==> config.mk <==
export PLATFORM = sky130hd
export DESIGN_NAME = lmsm_expander
export DESIGN_NICKNAME = d
export VERILOG_FILES = /design/src/rtl/lmsm_expander.sv
export SDC_FILE = /design/constraint.sdc
export NUM_CORES = 1
export LEC_CHECK = 0
export BUFFER_PORTS_ARGS = -buffer_cell sky130_fd_sc_hd__buf_4
export CAP_MARGIN = 40
export CORE_ASPECT_RATIO = 0.9
export CORE_MARGIN = 2
export CORE_UTILIZATION = 60
export DETAILED_ROUTE_END_ITERATION = 8
export PLACE_DENSITY = 0.85
export SYNTH_ARGS = -nofsm -noshare
export SYNTH_HDL_FRONTEND = slang
export SYNTH_SLANG_ARGS = --single-unit
export TNS_END_PERCENT = 1
==> constraint.sdc <==
create_clock -name clk -period 18.79 [get_ports clk]
set_input_delay 0.9395 -clock clk [delete_from_list [all_inputs] [get_ports clk]]
set_output_delay 0.9395 -clock clk [all_outputs]
set_load 0.05 [all_outputs]
==> src/rtl/lmsm_expander.sv <==
// lmsm_expander: passes ordinary instructions through a one-entry output register and
// expands LM/SM into LW/SW micro-ops. Define LMSM_BASE_WB_EN to add the base post-increment ADI.
module lmsm_expander #(
   parameter int ADDR_STRIDE = 2
) (
   input  logic        clk,
   input  logic        rst_n,
   input  logic        flush,
   input  logic        in_valid,
   input  logic [15:0] in_inst,
   output logic        in_ready,
   output logic        out_valid,
   output logic [15:0] out_inst,
   input  logic        out_ready,
   output logic        out_last,
   output logic        busy,
   output logic [1:0]  dbg_state
);

   // Handshake: a word transfers on a rising edge where valid && ready; a producer holding
   // valid keeps its payload stable until that edge, and ready never depends on valid.
   typedef enum logic [1:0] {
      S_IDLE   = 2'd0,
      S_EXPAND = 2'd1,
      S_WB     = 2'd2
   } state_t;

   localparam logic [3:0] OP_LW  = 4'b0100;
   localparam logic [3:0] OP_SW  = 4'b0101;
   localparam logic [5:0] STRIDE = 6'(ADDR_STRIDE);

   state_t      state_q, state_d;
   logic [2:0]  ra_q, ra_d;
   logic        is_sm_q, is_sm_d;
   logic        ra_in_mask_q, ra_in_mask_d;
   logic [7:0]  orig_mask_q, orig_mask_d;
   logic [7:0]  pend_mask_q, pend_mask_d;
   logic        out_valid_q, out_valid_d;
   logic [15:0] out_inst_q, out_inst_d;
   logic        out_last_q, out_last_d;

   logic        slot_free;
   logic        accept;
   logic        in_is_mult;
   logic [7:0]  in_mask;
   logic [7:0]  ra_bit;
   logic [7:0]  cand;
   logic [2:0]  sel_idx;
   logic [7:0]  sel_bit;
   logic [7:0]  pend_after;
   logic        last_op;
   logic [5:0]  below_cnt;
   logic [15:0] micro_op;
   logic        wb_pending;

   assign slot_free  = !out_valid_q || out_ready;
   assign in_ready   = (state_q == S_IDLE) && slot_free && !flush;
   assign accept     = in_valid && in_ready;
   assign in_is_mult = (in_inst[15:13] == 3'b011);
   assign in_mask    = in_inst[7:0];
   assign ra_bit     = 8'b1 << ra_q;

   // LM keeps its base register for last so the address base survives the other loads.
   always_comb begin
      cand = pend_mask_q;
      if (!is_sm_q && ra_in_mask_q && ((pend_mask_q & ~ra_bit) != 8'd0)) begin
         cand = pend_mask_q & ~ra_bit;
      end
      sel_idx = 3'd0;
      for (int j = 7; j >= 0; j--) begin
         if (cand[j]) sel_idx = 3'(j);
      end
      below_cnt = 6'd0;
      for (int j = 0; j < 8; j++) begin
         if (j < int'(sel_idx)) below_cnt = below_cnt + 6'(orig_mask_q[j]);
      end
   end

   assign sel_bit    = 8'b1 << sel_idx;
   assign pend_after = pend_mask_q & ~sel_bit;
   assign last_op    = (pend_after == 8'd0);
   assign micro_op   = {(is_sm_q ? OP_SW : OP_LW), sel_idx, ra_q, below_cnt * STRIDE};

`ifdef LMSM_BASE_WB_EN
   logic [5:0]  total_cnt;
   logic [15:0] wb_op;

   always_comb begin
      total_cnt = 6'd0;
      for (int j = 0; j < 8; j++) begin
         total_cnt = total_cnt + 6'(orig_mask_q[j]);
      end
   end

   // A loaded base register overrides any post-increment.
   assign wb_pending = !(!is_sm_q && ra_in_mask_q);
   assign wb_op      = {4'b0000, ra_q, ra_q, total_cnt * STRIDE};
`else
   assign wb_pending = 1'b0;
`endif

   always_ff @(posedge clk or negedge rst_n) begin
      if (!rst_n) state_q <= S_IDLE;
      else        state_q <= state_d;
   end

   always_comb begin
      state_d = state_q;
      if (flush) begin
         state_d = S_IDLE;
      end else begin
         case (state_q)
            S_IDLE: begin
               if (accept && in_is_mult && (in_mask != 8'd0)) state_d = S_EXPAND;
            end
            S_EXPAND: begin
               if (slot_free && last_op) state_d = wb_pending ? S_WB : S_IDLE;
            end
`ifdef LMSM_BASE_WB_EN
            S_WB: begin
               if (slot_free) state_d = S_IDLE;
            end
`endif
            default: state_d = S_IDLE;
         endcase
      end
   end

   always_comb begin
      out_valid_d  = out_valid_q;
      out_inst_d   = out_inst_q;
      out_last_d   = out_last_q;
      ra_d         = ra_q;
      is_sm_d      = is_sm_q;
      ra_in_mask_d = ra_in_mask_q;
      orig_mask_d  = orig_mask_q;
      pend_mask_d  = pend_mask_q;
      if (flush) begin
         out_valid_d = 1'b0;
         pend_mask_d = 8'd0;
      end else begin
         if (out_valid_q && out_ready) out_valid_d = 1'b0;
         case (state_q)
            S_IDLE: begin
               if (accept) begin
                  if (!in_is_mult) begin
                     out_valid_d = 1'b1;
                     out_inst_d  = in_inst;
                     out_last_d  = 1'b1;
                  end else if (in_mask != 8'd0) begin
                     ra_d         = in_inst[11:9];
                     is_sm_d      = in_inst[12];
                     ra_in_mask_d = !in_inst[12] && in_mask[in_inst[11:9]];
                     orig_mask_d  = in_mask;
                     pend_mask_d  = in_mask;
                  end
               end
            end
            S_EXPAND: begin
               if (slot_free) begin
                  out_valid_d = 1'b1;
                  out_inst_d  = micro_op;
                  out_last_d  = last_op && !wb_pending;
                  pend_mask_d = pend_after;
               end
            end
`ifdef LMSM_BASE_WB_EN
            S_WB: begin
               if (slot_free) begin
                  out_valid_d = 1'b1;
                  out_inst_d  = wb_op;
                  out_last_d  = 1'b1;
               end
            end
`endif
            default: ;
         endcase
      end
   end

   always_ff @(posedge clk or negedge rst_n) begin
      if (!rst_n) begin
         out_valid_q  <= 1'b0;
         out_inst_q   <= 16'h0000;
         out_last_q   <= 1'b0;
         ra_q         <= 3'd0;
         is_sm_q      <= 1'b0;
         ra_in_mask_q <= 1'b0;
         orig_mask_q  <= 8'd0;
         pend_mask_q  <= 8'd0;
      end else begin
         out_valid_q  <= out_valid_d;
         out_inst_q   <= out_inst_d;
         out_last_q   <= out_last_d;
         ra_q         <= ra_d;
         is_sm_q      <= is_sm_d;
         ra_in_mask_q <= ra_in_mask_d;
         orig_mask_q  <= orig_mask_d;
         pend_mask_q  <= pend_mask_d;
      end
   end

   assign out_valid = out_valid_q;
   assign out_inst  = out_inst_q;
   assign out_last  = out_last_q;
   assign busy      = (state_q != S_IDLE);
   assign dbg_state = state_q;

endmodule

# Word-level counts from Yosys, hierarchy flattened
# Cells that the tools add are included.
[totals]
input_bits = 21
out_inout_bits = 22
word_cells = 110
regBits = 40
[op_classes]
reduce_logical = 26
bitwise = 5
order_cmp = 8
addsub = 6
n_shift = 2
n_eq_ne = 11
n_mux = 43
[op_table]
columns = ["operator", "n"]
rows = [
  ["$mux W16", 3],
  ["$mux W8", 6],
  ["$pmux W16 S2", 1],
  ["$add A5 B1 Y5", 5],
  ["$mux W5", 5],
  ["$mux W3", 8],
  ["$and A8 B8 Y8", 2],
  ["$not A8 Y8", 2],
  ["$pmux W8 S2", 1],
  ["$reduce_bool A8 Y1", 2],
  ["$shl A1 B3 Y8 const A", 2],
  ["$reduce_and A5 Y1", 3],
  ["$ne A3 B3 Y1 const B", 4],
  ["$mux W1", 11],
  ["$logic_and A1 B1 Y1", 10],
  ["$lt A3 B3 Y1 const A", 3],
  ["$logic_not A8 Y1", 1],
  ["$mux W2", 4],
  ["$lt A1 B3 Y1 const A", 2],
  ["$lt A2 B3 Y1 const A", 2],
  ["$ne A2 B2 Y1 const B", 3],
  ["$ne A3 B2 Y1 const B", 2],
  ["$logic_not A1 Y1", 4],
  ["$lt A3 B4 Y1 const B", 1],
  ["12 further kinds", 14],
]

# Longest topological paths before layout
# Gate-level depths: netlist of the first run.
[depth]
depth_word = 30
depth_mapped = 29

# Worst setup path before layout of the first run
# Ideal clock, no wire load.
[synth_path]
path_type = "register to register"
from = "register ra_q[1]"
to = "register out_inst_q[2] (netlist: out_inst[2])"
setup_ps = 136
stages_incl_launch_ff = 27
arrival_ps = 6169
required_ps = 18654
period_less_slack_ps = 6305
n_path_buf = 2
slack_ps = 12485
cell_sequence = "dfrtp_1 > buf_2 > and4b_1 > a311oi_4 > o41ai_2 > o31ai_1 > a32oi_2 > or2_2 > clkbuf_1 > nor2_1 > nor2b_1 > ha_1 > a22o_2 > ha_1 > mux2_2 > a22o_2 > ha_1 > mux2_2 > ha_1 > ha_1 > mux2_2 > ha_1 > mux2_2 > ha_1 > mux2_2 > mux2i_1 > o21ai_0"
[synth_between]
elab_chain_len = 30
word_cells_on_any_way = 36
cone_classes = "add/sub (6); order compare (7); shift (1); mux (18); bitwise (2); reduce/logical (2)"
[synth_rtl]
columns = ["item", "line", "text"]
rows = [
  ["start: declaration", "33", "logic [2:0] ra_q, ra_d;"],
  ["start signal: assignment", "195", "ra_q <= ra_d;"],
  ["$shl A1 B3 Y8 *", "61", "assign ra_bit = 8'b1 << ra_q;"],
  ["$not A8 Y8 *", "66, 67", ""],
  ["$and A8 B8 Y8 *", "66, 67", ""],
  ["$reduce_bool A8 Y1", "66", "if (!is_sm_q && ra_in_mask_q && ((pend_mask_q & ~ra_bit) != 8'd0)) begin"],
  ["$logic_and A1 B1 Y1", "66", ""],
  ["$mux W8 *", "66", ""],
  ["$mux W3 (7 in a row)", "71", "if (cand[j]) sel_idx = 3'(j);"],
  ["$mux W3 *", "71", ""],
  ["(+8 left out)", "n/a", ""],
  ["$add A5 B1 Y5", "75", "if (j < int'(sel_idx)) below_cnt = below_cnt + 6'(orig_mask_q[j]);"],
  ["$mux W5", "75", ""],
  ["$add A5 B1 Y5", "75", ""],
  ["$mux W5", "75", ""],
  ["$add A5 B1 Y5", "75", ""],
  ["$mux W5 *", "75", ""],
  ["$mux W16 *", "160", "if (slot_free) begin"],
  ["$pmux W16 S2 *", "143", "case (state_q)"],
  ["end signal: assignment", "193", "out_inst_q <= out_inst_d;"],
  ["end: declaration", "39", "logic [15:0] out_inst_q, out_inst_d;"],
]
# Mark *: on every way between the ends. The rest lies on a longest branch, timed or not. The select of a mux whose other input is x is not followed.
# A chain may end at the register's enable or synchronous reset.

# Final worst setup path of the first run
[layout_path]
from = "register ra_q[0]"
to = "register out_inst_q[2] (netlist: out_inst[2])"
# Same word-level chain as after synthesis.

==> impl_results.rst, run 1 <==
.. list-table::
   :header-rows: 1

   * - Metric
     - Value
   * - Share of flip-flops with an asynchronous set or reset
     - 1.00
   * - Post-CTS resize count
     - 0
   * - Worst IR Drop VDD
     - 70.6 uV
   * - Count of hold-fix buffers inserted at cts
     - 0
   * - Width of the die
     - 79.3 um
   * - Total length of routed wires
     - 8.22 mm
   * - Number of vias in the routed layout
     - 2886
   * - Number of enable-type register cells in the synthesized netlist
     - 0
   * - Antenna-violating nets left
     - 0
   * - Number of instances in the synthesized netlist
     - 336
   * - Area leader, netlist
     - sky130_fd_sc_hd__dfrtp_1
   * - DR iter-0 viols
     - 282
   * - CTS buffer count
     - 5
   * - Main combinational cell family by area after synthesis
     - compound AO/OA/AOI/OAI gates
   * - Synthesized-area fraction occupied by adder cells
     - 0.0449
   * - Leading cell types in the layout, fill and taps excluded
     - sky130_fd_sc_hd__buf_4 (43), sky130_fd_sc_hd__dfrtp_1 (39), sky130_fd_sc_hd__nand2_1 (35), sky130_fd_sc_hd__nor2_1 (31), sky130_fd_sc_hd__o21ai_0 (28)
   * - Combined global-route utilization of all metal layers
     - 0.313
   * - CTS tree
     - done
   * - Routed via count divided by cell count
     - 6.63
   * - Core footprint
     - 4890 um2
   * - Starting Density
     - 0.626
   * - Gp weighted congestion
     - 0.918
   * - Total gr overflow
     - 0
   * - Average cell area after synthesis
     - 9.12 um2
   * - Share of synthesized area spent on multiplexers
     - 0.0996
   * - Post-layout nets
     - 400
   * - Highest fanout seen on the critical path
     - 16
   * - Antenna violations before repair
     - 1
   * - Boundary Pins
     - 43
   * - Synthesized cell area
     - 3060 um2
   * - Unrepaired setup endpoints after global routing
     - no
   * - Post-synthesis xor/xnor area fraction
     - 0.0171
   * - Total negative setup slack
     - 0 ps
   * - Pins Over Slew Limit
     - 0
   * - Crit. Startpoint
     - ra_q[0]
   * - Capturing element type of the critical path
     - flip-flop
   * - Share of synthesized area occupied by flip-flops and latches
     - 0.318
   * - CTS H-Tree Depth
     - 2
   * - Run status
     - complete, no violations
   * - Detail-routed net length per standard cell
     - 18.9 um
   * - Maximum achievable frequency
     - 141 MHz
   * - Number of endpoints failing setup at the final stage
     - 0
   * - Leading cell type in the layout, fill and taps excluded
     - sky130_fd_sc_hd__buf_4
   * - Power density relative to cell area
     - 84.8 nW/um2
   * - Global-route wire length before repair
     - 13.8 mm
   * - Max-slew headroom
     - 0.367
   * - Clk sinks
     - 39
   * - # placed instances
     - 426
   * - Post-CTS setup buffer count
     - 0
   * - Main area contributors after synthesis
     - sky130_fd_sc_hd__dfrtp_1 (32%), sky130_fd_sc_hd__mux2_2 (5.9%), sky130_fd_sc_hd__o21ai_0 (4.6%)
   * - Number of search-and-repair iterations in the first detailed-routing pass
     - 6
   * - Clock latency at the later pin of the worst-skew pair
     - 300 ps
   * - Min-delay src
     - out_inst[15]
   * - Simple logic cell fraction of the synthesized area
     - 0.201
   * - Worst-margin pin slew
     - 945 ps
   * - Min Clock Period, post-route
     - 7100 ps
   * - Remaining DRCs
     - 0
   * - Max cap viols
     - 0
   * - Area fraction of the dominant cell type after synthesis
     - 0.318
   * - Die Area
     - 5700 um2
   * - Die Span Y
     - 71.8 um
   * - Data arrival time of the critical path
     - 7290 ps
   * - Number of distinct library cells after synthesis
     - 72
   * - Final clock skew
     - 2.26 ps
   * - Total count of hold-check failures in the final report
     - 0
   * - Largest net degree at the start of global routing
     - 40
   * - Total of flip-flops plus latches after synthesis
     - 39
   * - Via count of the first global-routing pass
     - 2831
   * - Category of the critical setup timing path
     - reg2reg
   * - Kind of launch point of the worst setup path
     - flip-flop
   * - Half-perimeter wire length after detailed placement
     - 6.21 mm
   * - Net count after synthesis
     - 368
   * - Share of layout cells above drive strength 1
     - 0.252
   * - Compound-gate portion of the synthesized area
     - 0.264
   * - Clock Pin Slew Worst Setup and Hold Paths
     - 80 ps
   * - Area Growth Syn to Fin
     - 14.0%
   * - Clock Tree Buf Depth
     - 2
   * - Number of rows created at floorplan
     - 24
   * - Dominant register cell in the synthesized netlist
     - sky130_fd_sc_hd__dfrtp_1
   * - Worst reg2reg path startpoint
     - ra_q[0]
   * - Worst hold-check path type
     - reg2reg
   * - Number of warning messages in the yosys log
     - 0
   * - Static Leakage
     - 0.00148 uW
   * - CP Data Required Time
     - 18970 ps
   * - Non-filler cells in the finished layout
     - 435
   * - Number of I/O port buffers
     - 41
   * - Root Buffer Master
     - sky130_fd_sc_hd__clkbuf_8
   * - Period utilization
     - 0.378
==> kinds of logic (layout without fill, tap and decap cells) <==
kind of cell,Yosys count,after routing
other,1,2
flip-flops,39,39
AND/OR/NAND/NOR,118,118
multiplexers,26,26
adder cells (fa/ha/maj),11,11
buffers and inverters,29,62
AO/OA/AOI/OAI,106,106
XOR/XNOR,6,6
==> through the flow <==
step | setup slack (ps) | area, um2 | hold WS, ps | total power, uW | utilization
CTS | 11780 | 3490 | 493 | 296 | 0.713
global route | 11290 | 3490 | 508 | 312 | 0.713
global placement | 12050 | 3340 | 455 | 216 | 0.682
floorplan | 12490 | 3060 | 487 | 191 | -
finish | 11690 | 3490 | 489 | 296 | 0.714
detailed placement | 11810 | 3370 | 476 | 222 | 0.689
==> metal layers <==
layer	part of all wire	track usage
met1	0.41	0.413
met2	0.48	0.508
met3	0.093	0.0856
met4	0.016	0.0920
met5	0	0
==> final cells by class <==
type,count,area [um2]
diodes,1,2.50
clock buffers,6,82.6
clock inverters,2,35.0
fillers,360,1400
inverters,10,37.5
multi-input cells,268,1930
flip-flops and latches,39,976
well taps,65,81.3
repair buffers,44,350
==> flip-flops by register name, summed over array words and instances, names as in the netlist <==
| name | flops |
|---|---|
| out_valid | 1 |
| out_inst | 16 |
| out_last | 1 |
| dbg_state | 1 |
| is_sm_q | 1 |
| orig_mask_q | 7 |
| pend_mask_q | 8 |
| ra_in_mask_q | 1 |
| ra_q | 3 |
==> path summary, 6_finish.rpt <==
check	to	slack, ps	cells past startpoint
worst min register to register	out_inst[15]	490	2
min in group asynchronous	out_inst[3]	590	1
worst max-delay path	out_inst[2]	11690	25
max in group asynchronous	out_valid	17850	1
worst min-delay path	out_inst[15]	490	2
worst max register to register	out_inst[2]	11690	25
==> power by group <==
part | internal, uW | leakage (uW) | switching, uW
Sequential | 98.5 | 0.000489 | 19.5
Clock | 43.0 | 0.0000612 | 31.8
Combinational | 39.0 | 0.000934 | 64.4
Total | 180 | 0.00148 | 116
==> cells in the mapped netlist (all sizes together), types with 3 or more instances <==
cell / number
nor2: 32
nand2: 35
o21ai: 32
a31oi: 5
o31ai: 3
clkbuf: 9
o211ai: 4
buf: 10
nand3b: 5
dfrtp: 39
mux2i: 8
ha: 11
or2: 3
inv: 10
nor3: 4
nor4: 4
o22a: 3
nor2b: 8
nand3: 5
nor3b: 5
xor2: 4
a21oi: 14
a22o: 8
mux2: 16
a32oi: 3
o311ai: 3
a22oi: 9
nand4: 3
and2: 4
a211oi: 3
==> worst max-delay path, cell delays in order (launching register included) <==
cell,delay [ps]
sky130_fd_sc_hd__dfrtp_1,690
sky130_fd_sc_hd__nor2_1,170
sky130_fd_sc_hd__a311oi_2,510
sky130_fd_sc_hd__o41ai_2,210
sky130_fd_sc_hd__o31ai_1,540
sky130_fd_sc_hd__a32oi_2,250
sky130_fd_sc_hd__or2_2,400
sky130_fd_sc_hd__nor2_1,140
sky130_fd_sc_hd__nor2b_1,70
sky130_fd_sc_hd__ha_1,290
sky130_fd_sc_hd__a22o_2,240
sky130_fd_sc_hd__ha_1,280
sky130_fd_sc_hd__mux2_2,260
sky130_fd_sc_hd__a22o_2,230
sky130_fd_sc_hd__ha_1,190
sky130_fd_sc_hd__ha_1,300
sky130_fd_sc_hd__nand3_1,70
sky130_fd_sc_hd__o21ai_0,170
sky130_fd_sc_hd__ha_1,360
sky130_fd_sc_hd__mux2_2,280
sky130_fd_sc_hd__ha_1,300
sky130_fd_sc_hd__mux2_2,270
sky130_fd_sc_hd__ha_1,280
sky130_fd_sc_hd__mux2_2,260
sky130_fd_sc_hd__mux2i_1,120
sky130_fd_sc_hd__o21ai_0,90
Note: power is estimated with default switching activity, not from simulation.
==> run 2: changes to the inputs <==
--- a/config.mk
+++ b/config.mk
@@ -9,9 +9,9 @@
 export CAP_MARGIN = 40
 export CORE_ASPECT_RATIO = 0.9
 export CORE_MARGIN = 2
-export CORE_UTILIZATION = 60
+export CORE_UTILIZATION = 58
 export DETAILED_ROUTE_END_ITERATION = 8
-export PLACE_DENSITY = 0.85
+export PLACE_DENSITY = 0.83
 export SYNTH_ARGS = -nofsm -noshare
 export SYNTH_HDL_FRONTEND = slang
 export SYNTH_SLANG_ARGS = --single-unit
==> constraint.sdc (replaced) <==
create_clock -name clk -period 6.9 [get_ports clk]
set_input_delay 0.345 -clock clk [delete_from_list [all_inputs] [get_ports clk]]
set_output_delay 0.345 -clock clk [all_outputs]
set_load 0.05 [all_outputs]
==> run 2 against run 1 <==
Cell count increased by 1.8%. Register-to-register slack got worse by 11000 ps. Sequential power increased to 2.7 times the previous value. Global-route usage increased by 1.0 points. Clock skew increased by 3.6 ps. Largest cell class unchanged. Design area increased by 2.2%. Clock power increased by 120%. Critical path type unchanged.
==> impl_results.rst, run 2 (synthesized netlist as in run 1, its figures left out) <==
.. list-table::
   :header-rows: 1

   * - Metric
     - Value
   * - Clock latency at the later pin of the worst-skew pair
     - 300 ps (about the same)
   * - Share of layout cells above drive strength 1
     - 0.279 (+0.0272)
   * - Clk sinks
     - 39 (unchanged)
   * - Leading cell type in the layout, fill and taps excluded
     - sky130_fd_sc_hd__buf_4
   * - Boundary Pins
     - 43 (unchanged)
   * - Routed met2 length
     - 4.35 mm (+11%)
   * - N_diodes
     - 0 (-1)
   * - Portion of total power attributed to the clock network
     - 0.205 (-0.047)
   * - Worst-path cell with the longest stage delay
     - sky130_fd_sc_hd__dfrtp_1
   * - Max reg flops
     - 16 (unchanged)
   * - Fin worst setup slack
     - 192 ps (-11490 ps)
   * - Leading cell types in the layout, fill and taps excluded
     - sky130_fd_sc_hd__buf_4 (51), sky130_fd_sc_hd__dfrtp_1 (36), sky130_fd_sc_hd__nand2_1 (35), sky130_fd_sc_hd__nor2_1 (31), sky130_fd_sc_hd__o21ai_0 (28)
   * - Number of search-and-repair iterations in the first detailed-routing pass
     - 6 (unchanged)
   * - Register-to-register setup slack
     - 190 ps (-11490 ps)
   * - Maximum cell stage delay along the critical path
     - 570 ps (-120 ps)
   * - Routed via count divided by cell count
     - 6.77 (+2.1%)
   * - Total count of hold-check failures in the final report
     - 0 (unchanged)
   * - CTS tree
     - done
   * - Die Span Y
     - 73.0 um (+1.6%)
   * - Number of endpoints failing setup at the final stage
     - 0 (unchanged)
   * - DR iter-0 viols
     - 309 (+9.6%)
   * - Worst IR Drop VDD
     - 229 uV (+220%)
   * - Worst-margin pin slew
     - 907 ps (-37.6 ps)
   * - Antenna-violating nets left
     - 0 (unchanged)
   * - Via count of the first global-routing pass
     - 2905 (+2.6%)
   * - CP Data Required Time
     - 7090 ps (-11880 ps)
   * - Static Leakage
     - 0.00152 uW (+2.1%)
   * - CTS buffer count
     - 5 (unchanged)
   * - Gp weighted congestion
     - 0.909 (-0.99%)
   * - Cells along the critical path
     - mux2i_1 -> a21oi_1 -> o41ai_4 -> buf_4 -> o311a_2 -> or2_2 -> nor2_1 -> nor2b_1 -> ha_1 -> a22o_2 -> ha_1 -> mux2_2 -> a22o_2 -> ha_1 -> mux2_2 -> ha_1 -> ha_1 -> mux2_2 -> ha_1 -> mux2_2 -> ha_1 -> mux2_2 -> mux2i_1 -> o21ai_0
   * - Period utilization
     - 0.972 (+0.594)
   * - Data arrival time of the critical path
     - 6900 ps (-390 ps)
   * - Worst Hold Slack
     - 8.46 ps (-481 ps)
   * - Starting Density
     - 0.594 (-0.0323)
   * - Detail-routed net length per standard cell
     - 20.1 um (+6.3%)
   * - Total power
     - 789 uW (+170%)
   * - Proportion of power drawn by combinational gates
     - 0.391 (+0.042)
   * - Width of the die
     - 80.6 um (+1.6%)
   * - Combined global-route utilization of all metal layers
     - 0.323 (+0.0101)
   * - Number of buffers and inverters on the critical path
     - 1 (+1)
   * - Antenna violations before repair
     - 0 (-1)
   * - Internal power
     - 464 uW (+160%)
   * - Number of I/O port buffers
     - 41 (unchanged)
   * - Clock Pin Slew Worst Setup and Hold Paths
     - 70 ps (about the same)
   * - Sequential share of power
     - 0.404 (+0.006)
   * - Most frequent cell on the critical path
     - sky130_fd_sc_hd__ha_1
   * - Remaining DRCs
     - 0 (unchanged)
   * - Met1 Routed Length
     - 3.62 mm (+6.3%)
   * - Clock Tree Buf Depth
     - 2 (unchanged)
   * - Highest layer used for signal routing
     - met4
   * - Pins Over Slew Limit
     - 0 (unchanged)
   * - Maximum achievable frequency
     - 149 MHz (+5.9%)
   * - Area Growth Syn to Fin
     - 16.5%
   * - Filler cells
     - 415 (+15%)
   * - Net Sw Power
     - 325 uW (+180%)
   * - Layout Utilization
     - 0.692 (-0.0221)
   * - Highest fanout seen on the critical path
     - 9 (-7)
   * - Max-slew headroom
     - 0.392 (+0.0252)
   * - Max cap viols
     - 0 (unchanged)
   * - Worst-case setup slack after placement
     - 111 ps (-11700 ps)
   * - Finished layout cell area
     - 3570 um2 (+2.2%)
   * - Multi-input combinational cell area
     - 1970 um2 (+2.2%)
   * - Run status
     - complete, no violations
   * - Post-layout nets
     - 408 (+2.0%)
   * - Dominant delay contributor by cell family on the critical path
     - adder cells
   * - WL met3
     - 664 um (-13%)
   * - Root Buffer Master
     - sky130_fd_sc_hd__clkbuf_8
   * - Category of the critical setup timing path
     - reg2reg
   * - Die Area
     - 5880 um2 (+3.3%)
   * - Final clock skew
     - 5.83 ps (+3.57 ps)
   * - Kind of launch point of the worst setup path
     - flip-flop
   * - Worst hold-check path type
     - in2async
   * - Total length of routed wires
     - 8.90 mm (+8.2%)
   * - Power density relative to cell area
     - 221 nW/um2 (+160%)
   * - Number of vias in the routed layout
     - 3001 (+4.0%)
   * - Core footprint
     - 5160 um2 (+5.4%)
   * - Placement Cell Area
     - 3430 um2 (+1.6%)
   * - Min Clock Period, post-route
     - 6710 ps (-396 ps)
   * - Count of hold-fix buffers inserted at cts
     - 0 (unchanged)
   * - CTS H-Tree Depth
     - 2 (unchanged)
   * - Capturing element type of the critical path
     - flip-flop
   * - Sequential Area
     - 980 um2 (+0.38%)
   * - Largest net degree at the start of global routing
     - 40 (unchanged)
   * - Total gr overflow
     - 0 (unchanged)
   * - Number of rows created at floorplan
     - 25 (+4.2%)
   * - Half-perimeter wire length after detailed placement
     - 6.52 mm (+4.9%)
   * - Switching fraction of total power
     - 0.412 (+0.0215)
   * - Global-route wire length before repair
     - 14.4 mm (+4.3%)
## run 2: worst register-to-register path: cells and delay by family, from the launching register on
family,cells,cell delay [ps]
fa+ha+maj,7,1960
mux,7,1640
compound gates,6,1630
simple gates,3,600
flops,1,570
buf+inv,1,210
## run 2: timing repair
item / 4_1_cts / 5_1_grt
setup endpoints to repair: 0 / 4
setup buffers: 0 / 1
resized for setup: 0 / 8
hold endpoints to repair: 0 / 0
## run 2: worst paths after layout
kind                       cells past startpoint           start           end
setup reg to reg                              24  pend_mask_q[0]   out_inst[2]
max in group asynchronous                      1           rst_n       ra_q[0]
min in group clk                               2           flush  dbg_state[0]
hold / removal                                 1           rst_n  out_inst[14]
setup / recovery                              24  pend_mask_q[0]   out_inst[2]
hold reg to reg                                2    out_inst[13]  out_inst[13]
## run 2: final cells by class
| class | instances | area share |
|---|---|---|
| Multi-Input combinational cell | 268 | 0.552 |
| Timing Repair Buffer | 52 | 0.115 |
| Clock inverter | 1 | 0.00140 |
| Tap cell | 67 | 0.0235 |
| Sequential cell | 39 | 0.274 |
| Clock buffer | 6 | 0.0231 |
| Inverter | 10 | 0.0105 |
## run 2: power groups by stage
stage	combinational (uW)	sequential (uW)	clock, uW
floorplan	158	363	0
global placement	286	317	0
detailed placement	298	319	0
CTS	300	315	162
global route	331	324	171
finish	308	319	162
## run 2: stage by stage
| step | TNS, ps | cells |
|---|---|---|
| 3_5_place_dp | 0 | 435 |
| 2_1_floorplan | 0 | 336 |
| 3_3_place_gp | 0 | 433 |
| 6_report | 0 | 443 |
| 5_1_grt | -113 | 443 |
| 4_1_cts | 0 | 442 |
## run 2: per-layer routing
| metal | track usage | up-vias |
|---|---|---|
| met3 | 0.0507 | 26 |
| met1 | 0.423 | 1466 |
| met4 | 0.139 | 0 |
| met2 | 0.535 | 170 |
| li1 | - | 1339 |
| met5 | 0 | - |
